File: src/rtl/pwm_audio_out.sv
// pwm_audio_out: PCM sample stream to 1-bit PWM with a one-entry holding buffer and underrun flag
module pwm_audio_out #(
   parameter int DATA_W = 8,
   parameter int REPEAT = 4
) (
   input  logic              sysclk,
   input  logic              reset,
   input  logic [DATA_W-1:0] sample_data,
   input  logic              sample_valid,
   output logic              sample_ready,
   output logic              pwm_out,
   output logic              sample_tick,
   output logic              underrun
);
   localparam int REP_W = REPEAT > 1 ? $clog2(REPEAT) : 1;
   localparam logic [REP_W-1:0] REP_MAX = REP_W'(REPEAT - 1);
   logic [DATA_W-1:0] cnt, duty, sample_buf;
   logic [REP_W-1:0]  rep;
   logic              buf_full, boundary;
   assign sample_ready = !buf_full;
   assign boundary     = (cnt == '1) && (rep == REP_MAX);
   // frame/repeat counters, registered PWM compare and boundary pulses
   always_ff @(posedge sysclk) begin
      if (reset) begin
         cnt         <= '0;
         rep         <= '0;
         pwm_out     <= 1'b0;
         sample_tick <= 1'b0;
         underrun    <= 1'b0;
      end else begin
         cnt         <= cnt + 1'b1;
         rep         <= (cnt == '1) ? ((rep == REP_MAX) ? '0 : rep + 1'b1) : rep;
         pwm_out     <= cnt < duty;
         sample_tick <= boundary;
         underrun    <= boundary && !buf_full;
      end
   end
   // holding buffer: accept when empty, hand over to duty on the boundary; reset parks duty at midscale
   always_ff @(posedge sysclk) begin
      if (reset) begin
         duty       <= {1'b1, {(DATA_W-1){1'b0}}};
         sample_buf <= '0;
         buf_full   <= 1'b0;
      end else if (boundary && buf_full) begin
         duty     <= sample_buf;
         buf_full <= 1'b0;
      end else if (sample_valid && !buf_full) begin
         sample_buf <= sample_data;
         buf_full   <= 1'b1;
      end
   end
endmodule

File: config.mk
export PLATFORM = sky130hd
export DESIGN_NAME = pwm_audio_out
export DESIGN_NICKNAME = d
export VERILOG_FILES = /design/src/rtl/pwm_audio_out.sv
export SDC_FILE = /design/constraint.sdc
export NUM_CORES = 1
export LEC_CHECK = 0
export ABC_AREA = 1
export BUFFER_PORTS_ARGS = -buffer_cell sky130_fd_sc_hd__buf_2
export CAP_MARGIN = 30
export CORE_MARGIN = 3
export CORE_UTILIZATION = 50
export DETAILED_ROUTE_END_ITERATION = 8
export GPL_TIMING_DRIVEN = 1
export PLACE_DENSITY = 0.77
export SLEW_MARGIN = 5
export SYNTH_ARGS = -nofsm -noshare
export SYNTH_HDL_FRONTEND = slang
export SYNTH_SLANG_ARGS = --single-unit
File: constraint.sdc
create_clock -name sysclk -period 1.77 [get_ports sysclk]
set_input_delay 0.177 -clock sysclk [delete_from_list [all_inputs] [get_ports sysclk]]
set_output_delay 0.177 -clock sysclk [all_outputs]
set_load 0.05 [all_outputs]
Word-level counts from Yosys, hierarchy flattened
Index checks and enable logic that the tools add are counted.
- output and inout port bits: 4
- word-level logic and storage cells: 22
- register bits: 30
- input bits: 11
- reductions and logical operators: 7
- add/subtract/negate cells: 2
- equality and inequality tests: 2
- mux-type cells: 1
- bitwise gates (word level): 1
- order comparisons: 1
- operator list (cell ; number):
    8-bit by 1-bit adder with 8-bit output (second input constant) ; 1
    8-bit equality test (second input constant) ; 1
    8-bit less-than comparator ; 1
    1-bit logical AND ; 4
    2-bit by 1-bit adder with 2-bit output (second input constant) ; 1
    2-bit equality test (second input constant) ; 1
    2-bit 2-to-1 mux ; 1
    2-bit AND reduction ; 1
    2-bit OR reduction ; 1
    1-bit logical NOT ; 1
    1-bit inverter ; 1

Depth between registers and ports, before layout
Gate-level depths: netlist of run 1.
- depth after elaboration: 5
- depth in mapped cells: 8
- depth with buffers taken out: 8

Worst setup path before layout of run 1
Ideal clock, no wire load.
- path type: flip-flop to flip-flop
- from: reg buf_full
- to: reg sample_buf[0]
- clock period less this slack: 1.293 ns
- setup time: 0.064 ns
- setup slack: 0.477 ns
- data arrival time: 1.229 ns
- data required time: 1.706 ns
- cell stages (with the launch flop): 6
- buffers on the path: 0
- path through: dfxtp_1 > inv_1 > nand2_1 > inv_1 > nor2_1 > nor2_1
- word-level cells in the longest chain between the ends: 3
- elaborated cells on any way between the ends: 5
- those cells by class: bitwise (1); reduce/logical (4)
- RTL lines (item ; line ; text):
    from (decl) ; 19 ; logic buf_full, boundary;
    from (signal assigned) ; 43 ; buf_full <= 1'b0;
    from (signal assigned) ; 46 ; buf_full <= 1'b0;
    from (signal assigned) ; 49 ; buf_full <= 1'b1;
    1-bit logical NOT ; n/a ;
    via sample_ready ; 10 ; output logic sample_ready,
    1-bit logical AND ; 47 ; end else if (sample_valid && !buf_full) begin
    2-bit AND reduction (no source line) ; n/a ;
    to (signal assigned) ; 48 ; sample_buf <= sample_data;
    to (decl) ; 17 ; logic [DATA_W-1:0] cnt, duty, sample_buf;
The timed path passes the listed nets, and every way through them passes these cells.
A chain may end at the register's enable or synchronous reset.

Final worst setup path of run 1
- from: reg cnt[0]
- to: reg duty[3]
- word-level cells in the longest chain between the ends: 3
- RTL lines (item ; line ; text):
    from (decl) ; 17 ;
    from (signal assigned) ; 31 ; cnt <= cnt + 1'b1;
    8-bit equality test ; 21 ; assign boundary = (cnt == '1) && (rep == REP_MAX);
    1-bit logical AND ; 21 ;
    1-bit logical AND ; 44 ; end else if (boundary && buf_full) begin
    to (signal assigned) ; 41 ; duty <= {1'b1, {(DATA_W-1){1'b0}}};
    to (signal assigned) ; 45 ; duty <= sample_buf;
    to (decl) ; 17 ;
No other way between the ends.

==> results.toml, run 1 <==
[run_status]
outcome = "finished, final reports clean"

[clock_network]
htree_num_levels = 2
clkLatencyLatePin_ns = 0.33
numCtsBuffers = 5
post_cts_buffers = 0
cts.sinks = 30
cts_tree = "done"
clock-root-buffer = "clkbuf_4"
cts_resized = 0
hold_buffers = 0
clock_path_buffers = 2
clk_pin_slew_ns = 0.09

[pwr]
powerDensity_nw_per_um2 = 804
leakage_uw = 0.000700
ir_drop_mv = 0.625

[yosys]
synth_commonest_cells = "nor2_1 (41), nand2_1 (33), dfxtp_1 (30), inv_1 (21), o21ai_0 (13)"
ys_seq_area_share_pct = 45.5
synth_cell_types = 19
yosys.area.top_type = "dfxtp_1"
ys_ff_latch = 30
synth_most_common_cell = "nor2_1"
synth_area_um2 = 1320
synth_ff_type = "dfxtp_1"
synth_area_per_cell_um2 = 7.51
syn_inst = 176
synth_async_sr_flop_share_pct = 0
synthTopCellsByArea = "dfxtp_1 (45%), nor2_1 (12%), nand2_1 (9.4%)"
synth_edf_count = 0
synth_top_area_share_pct = 45.5
yosys_warnings = 0
syn_nets = 196

[floorplanning]
fp.dieArea_um2 = 3300
die_h_um = 57.4
fp.coreArea_um2 = 2500
die_x_um = 57.4
rows = 18
boundaryPins = 15
start_util_pct = 52.9

[critical_path]
reg2reg_to = "duty[3]$_SDFFE_PP0P_"
crit_fanout = 14
cp_data_arrival_time_ns = 1.71
crit_slowest_cell = "dfxtp_1"
r2r_start = "cnt[0]$_SDFF_PP0_"
r2r_cells = 7
cp.required_ns = 2.04
path_class = "reg2reg"
reg2reg_slack_ns = 0.33
startpoint = "cnt[0]$_SDFF_PP0_"
cpMostUsedCell = "nor2_1"
cp-end-kind = "register"
max_stage_delay_ns = 0.38
start_kind = "register"
crit_chain = "ha_1 -> nand2_2 -> nor2_4 -> nand4_4 -> inv_1 -> nor2_1 -> nor2_1"

[timing]
min_period_ns = 1.44
worst_slew_pin_slew_ns = 0.573
clock.fmax_ghz = 0.696
slew-limit-headroom_pct = 61.7
drv_slew = 0
finalClockSkew_ns = 0.00226
finalSetupTns_ns = 0
finalCritPeriodShare_pct = 81.2
finalSetupViolations = 0
finalHoldViolations = 0
rsz0062_at_grt = "false"

[detailed_routing]
drtPass1Iterations = 4
wire_per_inst_um = 10.4
drtAntennaViolNets = 0
post-route-drc-count = 0
wl_um = 2320
drtIter0Drc = 38
vias = 1101
via_per_inst = 4.94

[global_routing]
grt_max_degree = 23
grtUsageTotal_pct = 16.8
antenna_found_initial = 0
busiest_layer = "met2"
grt_pass1_wl_um = 4170
use_met3_pct = 5.88
use_met2_pct = 26.8
overflow = 0
grt_pass1_vias = 1065
grtUsageMet1_pct = 17.5

[worst_hold_path]
holdCritPathClass = "in2reg"
hp-start = "sample_data[2]"
holdPathEnd = "sample_buf[2]$_SDFFE_PP0P_"
min_path_cells = 3

[layout]
regArea_um2 = 601
layout-drive-gt1-share_pct = 13.0
area_growth_pct = 9.66
fin_nets = 213
multi_input_area_um2 = 614
fillers = 239
fin_util_pct = 58.0
diodes = 0

[placement]
place.gp.congestion = 0.773
port_buffers = 14
hpwl_um = 1790

[job]
maxCapViolCount = 0
worst max-delay path, delay by kind of cell, from the launching register on:
kind / cells / cell delay, ns
flip-flops: 1 / 0.38
buffers and inverters: 1 / 0.16
AND/OR/NAND/NOR: 5 / 0.61
adder cells (fa/ha/maj): 1 / 0.23
power by group:
| group | switching [µW] | leakage (µW) | internal [µW] |
|---|---|---|---|
| combinational | 54.7 | 0.000424 | 32.0 |
| sequential | 15.9 | 0.000245 | 697 |
| clock | 223 | 0.0000308 | 142 |
registers in the layout, summed over array words and instances, names as in the netlist:
| name | cells |
|---|---|
| duty | 8 |
| rep | 2 |
| buf_full | 1 |
| sample_tick | 1 |
| underrun | 1 |
| pwm_out | 1 |
| cnt | 8 |
| sample_buf | 8 |
final cells by class:
type	count	share of cell area, %
well taps	30	2.59
clock buffers	5	2.59
flip-flops and latches	30	41.5
multi-input cells	121	42.4
inverters	21	5.44
repair buffers	14	4.84
clock inverters	2	0.691
metrics by stage:
stage	setup slack [ns]	total power (µW)	hold WS, ns	area (µm²)	std cells
after global placement	0.446	811	0.425	1400	216
final	0.334	1170	0.0950	1450	223
after floorplan	0.477	790	0.344	1320	176
after global routing	0.185	1230	0.0982	1450	223
after CTS	0.340	1180	0.0740	1450	223
after detailed placement	0.355	816	0.435	1400	216
cell usage in the layout (no fill, tap or decap), drive strengths merged:
master,instances
a21oi,8
a31oi,1
buf,14
clkbuf,5
clkinv,2
dfxtp,30
ha,9
inv,21
nand2,34
nand3,7
nand4,2
nor2,43
nor3,3
nor4,1
o21ai,13
worst max path at each step:
stage               cells after the start                    endpoint  slack (ns)
finish                                  7        duty[3]$_SDFFE_PP0P_        0.33
global route                            7        duty[4]$_SDFFE_PP0P_        0.19
CTS                                     7        duty[3]$_SDFFE_PP0P_        0.34
detailed placement                      7        duty[3]$_SDFFE_PP0P_        0.36
global placement                        7        duty[3]$_SDFFE_PP0P_        0.45
floorplan                               5  sample_buf[0]$_SDFFE_PP0P_        0.48
routing by layer:
metal,part of all wire (%),vias to the layer above
met1,44,482
met2,47,25
met4,3.4,0
met3,5.4,8
met5,0,-
li1,-,586
cell families (layout without fill, tap and decap cells):
group	Yosys count	count (layout)	share of synthesized area (%)
and+or+nand+nor	90	90	29.5
AOI/OAI and AO/OA	22	22	8.43
DFF	30	30	45.5
buffers and inverters	25	42	8.05
adders and majority gates	9	9	8.52
No activity file was read; power rests on OpenSTA's default activity.
==> run 2: changes to the inputs <==
==> constraint.sdc (replaced) <==
create_clock -name sysclk -period 1.4 [get_ports sysclk]
set_input_delay 0.14 -clock sysclk [delete_from_list [all_inputs] [get_ports sysclk]]
set_output_delay 0.14 -clock sysclk [all_outputs]
set_load 0.05 [all_outputs]
==> run 2 against run 1 <==
  * Sequential share of layout area fell by 2.2 points
  * Combinational power rose by 46%
  * Clock power rose by 27%
  * Global-route usage fell by 0.41 points
  * Via count rose by 3.6%
  * First-iteration DRC count fell by 37%
  * Utilization rose by 4.0 points
  * Wire length rose by 8.5%
  * Design area rose by 6.9%
  * Critical path type is now reg2out
==> results.toml, run 2 (synthesis gave the netlist of run 1 again) <==
[timing]
finalSetupViolations = 0
whs_ns = 0.0669
drv_slew = 0
finalHoldViolations = 0
min_period_ns = 1.31
finalCritPeriodShare_pct = 93.6
worst_slew_pin_slew_ns = 0.288
finalClockSkew_ns = 0.0113
clock.fmax_ghz = 0.763
slew-limit-headroom_pct = 80.8

[critical_path]
cp-end-kind = "output pin"
start_kind = "register"
crit_chain = "inv_1 -> buf_2"
max_stage_delay_ns = 0.50
cp_data_arrival_time_ns = 1.17
crit_slowest_cell = "dfxtp_1"
cp.required_ns = 1.26
path_class = "reg2out"
crit_fanout = 6

[detailed_routing]
drtPass1Iterations = 4
drtAntennaViolNets = 0
drtIter0Drc = 24
wire_per_inst_um = 10.9
vias = 1141
via_per_inst = 4.96
wl_um = 2520
post-route-drc-count = 0

[run_status]
outcome = "finished, final reports clean"

[placement]
hpwl_um = 1790
port_buffers = 14
place.gp.congestion = 0.778

[global_routing]
grtUsageTotal_pct = 16.4
grt_max_degree = 18
grt_pass1_wl_um = 4080
antenna_found_initial = 0
grt_pass1_vias = 988
overflow = 0

[clock_network]
clock_path_buffers = 2
cts.sinks = 30
clk_pin_slew_ns = 0.09
clock-root-buffer = "clkbuf_4"
cts_tree = "done"
clkLatencyLatePin_ns = 0.33
htree_num_levels = 2
numCtsBuffers = 5

[layout]
fin_nets = 220
mostFrequentLayoutCell = "nor2_1"
layout-drive-gt1-share_pct = 18.5
diodes = 0
top_regs = "cnt: 8 flops, duty: 8 flops, sample_buf: 8 flops"
final_cell_mix = "nor2_1 (41), nand2_1 (30), dfxtp_1 (28)"
area_growth_pct = 17.2

[floorplanning]
boundaryPins = 15
fp.coreArea_um2 = 2500
die_h_um = 57.4
fp.dieArea_um2 = 3300
rows = 18
die_x_um = 57.4
start_util_pct = 52.9

[job]
maxCapViolCount = 0

[pwr]
powerDensity_nw_per_um2 = 967
ir_drop_mv = 0.831
leakage_uw = 0.000749
power_uw = 1500

[worst_hold_path]
holdCritPathClass = "in2reg"
-- run 2: changes by cell type in the layout (fill, tap and decap cells not counted), sizes merged --
cell    before  now
buf         14   20
clkbuf       5    7
nand4        2    3
clkinv       2    0
-- run 2: worst paths after layout --
| kind | slack, ns | depth (start not counted) | end | start |
|---|---|---|---|---|
| max | 0.09 | 2 | sample_ready | buf_full$_SDFFE_PP0P_ |
| min | 0.07 | 3 | sample_buf[0]$_SDFFE_PP0P_ | sample_data[0] |
| max reg2reg | 0.10 | 8 | duty[3]$_SDFFE_PP0P_ | cnt[1]$_SDFF_PP0_ |
| min reg2reg | 0.45 | 1 | cnt[0]$_SDFF_PP0_ | cnt[0]$_SDFF_PP0_ |
-- run 2: routing by layer --
metal	wire length, µm	part of all wire (%)	GRT usage (%)
met1	1090	43	18.2
met2	1250	50	26.9
met3	123	4.9	6.79
met4	48	1.9	7.95
met5	0	0	0
-- run 2: report_power, final --
part	switching, µW	internal [µW]	total, µW
combinational	74.2	53.0	127
clock	277	189	466
sequential	23.6	882	905
total	375	1120	1500
-- run 2: worst max-delay path, delay by kind of cell, from the launching register on --
family   cells  cell delay [ns]
buf+inv      2             0.35
flops        1             0.50
-- run 2: area by class of cell --
| cell class | count | area, µm² |
|---|---|---|
| well taps | 30 | 37.5 |
| inverters | 21 | 78.8 |
| multi-input cells | 122 | 652 |
| clock buffers | 7 | 45.0 |
| fillers | 233 | 951 |
| repair buffers | 20 | 128 |
| flip-flops and latches | 30 | 608 |
-- run 2: stage by stage --
step                      std cells  worst slack, ns  util (%)  instance area [µm²]  TNS [ns]
after floorplan                 176            0.107         -                 1320         0
after global placement          220            0.111      57.8                 1440         0
after detailed placement        220           0.0424      57.8                 1440         0
after CTS                       227           0.0219      59.6                 1490         0
after global routing            230          -0.0127      62.0                 1550   -0.0127
final                           230           0.0891      62.0                 1550         0
-- run 2: what timing repair did --
action | 4_1_cts | 5_1_grt
hold buffers | 0 | 0
endpoints found under the setup margin | 0 | 9
setup buffers | 0 | 2
gates resized for setup | 0 | 11
==> run 3: changes to the inputs <==
--- a/config.mk
+++ b/config.mk
@@ -9,10 +9,10 @@
 export BUFFER_PORTS_ARGS = -buffer_cell sky130_fd_sc_hd__buf_2
 export CAP_MARGIN = 30
 export CORE_MARGIN = 3
-export CORE_UTILIZATION = 50
+export CORE_UTILIZATION = 56
 export DETAILED_ROUTE_END_ITERATION = 8
 export GPL_TIMING_DRIVEN = 1
-export PLACE_DENSITY = 0.77
+export PLACE_DENSITY = 0.84
 export SLEW_MARGIN = 5
 export SYNTH_ARGS = -nofsm -noshare
 export SYNTH_HDL_FRONTEND = slang
==> run 3 against run 2 <==
  * Total power up 6.4%
  * Via count up 11%
  * Fmax down 3.7%
  * Highest routed layer unchanged
  * Die area down 9.6%
  * Sequential share of layout area down 1.3 points
  * Critical path type is now reg2reg
  * Combinational power up 4%
  * Worst setup slack worse by 0.050 ns
  * Wire length up 29%
  * Clock skew down 0.00083 ns
  * Hold slack worse by 0.013 ns
  * First-iteration DRC count up 67%
  * Design area up 3.7%
  * Largest power group unchanged
==> results.toml, run 3 (synthesis gave the netlist of run 1 again) <==
[floorplanning]
fp.coreArea_um2 = 2100
fp.dieArea_um2 = 2980
start_util_pct = 62.9
boundaryPins = 15
rows = 16
die_x_um = 54.6
die_h_um = 54.6

[critical_path]
start_kind = "register"
cp_num_cells = 6
r2r_start = "cnt[6]$_SDFF_PP0_"
path_class = "reg2reg"
crit_slowest_cell = "dfxtp_1"
crit_chain = "nand2_1 -> nor2_4 -> nand4_4 -> inv_2 -> nor2_1 -> nor2_1"
max_stage_delay_ns = 0.38
cp.required_ns = 1.67
worst-path-buf-inv = 1
reg2reg_slack_ns = 0.04
critPathTopFamily = "simple AND/OR/NAND/NOR gates"
startpoint = "cnt[6]$_SDFF_PP0_"
cp-end-kind = "register"
cp_data_arrival_time_ns = 1.63
cpMostUsedCell = "nor2_1"
crit_fanout = 7
r2r_cells = 6

[global_routing]
antenna_found_initial = 0
grtUsageTotal_pct = 22.2
grt_pass1_vias = 1124
grt_max_degree = 18
overflow = 0
grt_pass1_wl_um = 4650

[clock_network]
htree_num_levels = 2
clk_pin_slew_ns = 0.10
clock-root-buffer = "clkbuf_4"
numCtsBuffers = 5
clkLatencyLatePin_ns = 0.33
cts_tree = "done"
hold_buffers = 0
clock_path_buffers = 2
cts.sinks = 30

[worst_hold_path]
holdCritPathClass = "in2reg"
hp-start = "sample_data[1]"
min_path_cells = 3

[detailed_routing]
drtPass1Iterations = 5
drtIter0Drc = 40
wire_per_inst_um = 14.0
vias = 1266
wl_um = 3240
drtAntennaViolNets = 0
post-route-drc-count = 0
via_per_inst = 5.46

[layout]
final_area_um2 = 1610
mostFrequentLayoutCell = "nor2_1"
stdcell_count = 232
area_growth_pct = 21.6
fillers = 152
layout-drive-gt1-share_pct = 22.4
diodes = 0
fin_nets = 224
final_cell_mix = "nor2_1 (40), nand2_1 (30), dfxtp_1 (27)"
top_regs = "cnt: 8 flops, duty: 8 flops, sample_buf: 8 flops"
fin_util_pct = 76.4

[timing]
whs_ns = 0.0539
finalSetupViolations = 0
clock.fmax_ghz = 0.735
worst_slew_pin_slew_ns = 0.361
drv_slew = 0
finalHoldViolations = 0
finalCritPeriodShare_pct = 97.2
min_period_ns = 1.36
finalClockSkew_ns = 0.0105
slew-limit-headroom_pct = 75.9

[job]
maxCapViolCount = 0

[placement]
place.gp.congestion = 0.817
hpwl_um = 1980
dpl_cell_area_um2 = 1430
port_buffers = 14
dp.cells = 216

[run_status]
outcome = "finished, final reports clean"

[pwr]
ir_drop_mv = 0.930
power_uw = 1590
leakage_uw = 0.000784
powerDensity_nw_per_um2 = 992
run 3: metal layers:
layer | GRT usage (%) | vias to the layer above | share of wire (%)
li1 | - | 614 | -
met1 | 25.0 | 594 | 39
met2 | 39.0 | 49 | 53
met3 | 5.99 | 9 | 6.0
met4 | 9.54 | 0 | 2.2
met5 | 0 | - | 0
run 3: path summary, 6_finish.rpt:
kind                                 to
max                duty[3]$_SDFFE_PP0P_
min          sample_buf[1]$_SDFFE_PP0P_
max reg2reg        duty[3]$_SDFFE_PP0P_
min reg2reg           cnt[0]$_SDFF_PP0_
run 3: final cells by class:
class                           instances  area, µm²  area share [%]
Clock buffer                            6       51.3            3.19
Timing Repair Buffer                   24        158            9.81
Tap cell                               27       33.8            2.10
Inverter                               21       78.8            4.91
Clock inverter                          2       12.5           0.779
Sequential cell                        30        609            37.9
Multi-Input combinational cell        122        663            41.3
run 3: power by group:
| group | switching, µW | internal (µW) | total, µW | leakage (µW) |
|---|---|---|---|---|
| clock | 312 | 241 | 553 | 0.0000343 |
| combinational | 79.8 | 52.6 | 132 | 0.000504 |
| sequential | 26.4 | 882 | 908 | 0.000246 |
run 3: through the flow:
stage          setup WS (ns)  setup TNS, ns
6_report              0.0394              0
3_3_place_gp          0.0836              0
5_1_grt              -0.0223        -0.0704
3_5_place_dp         -0.0410        -0.0867
4_1_cts              0.00799              0
2_1_floorplan          0.107              0
run 3: worst min-delay path, delay by kind of cell:
kind / cells / cell delay [ns]
buffers and inverters: 1 / 0.07
AOI/OAI and AO/OA: 1 / 0.07
and+or+nand+nor: 1 / 0.07
run 3: timing repair:
item | in CTS | in global routing
setup endpoints to repair | 9 | 12
gates cloned | 1 | 0
setup buffers | 1 | 6
resized for setup | 3 | 11
pin swaps | 2 | 6
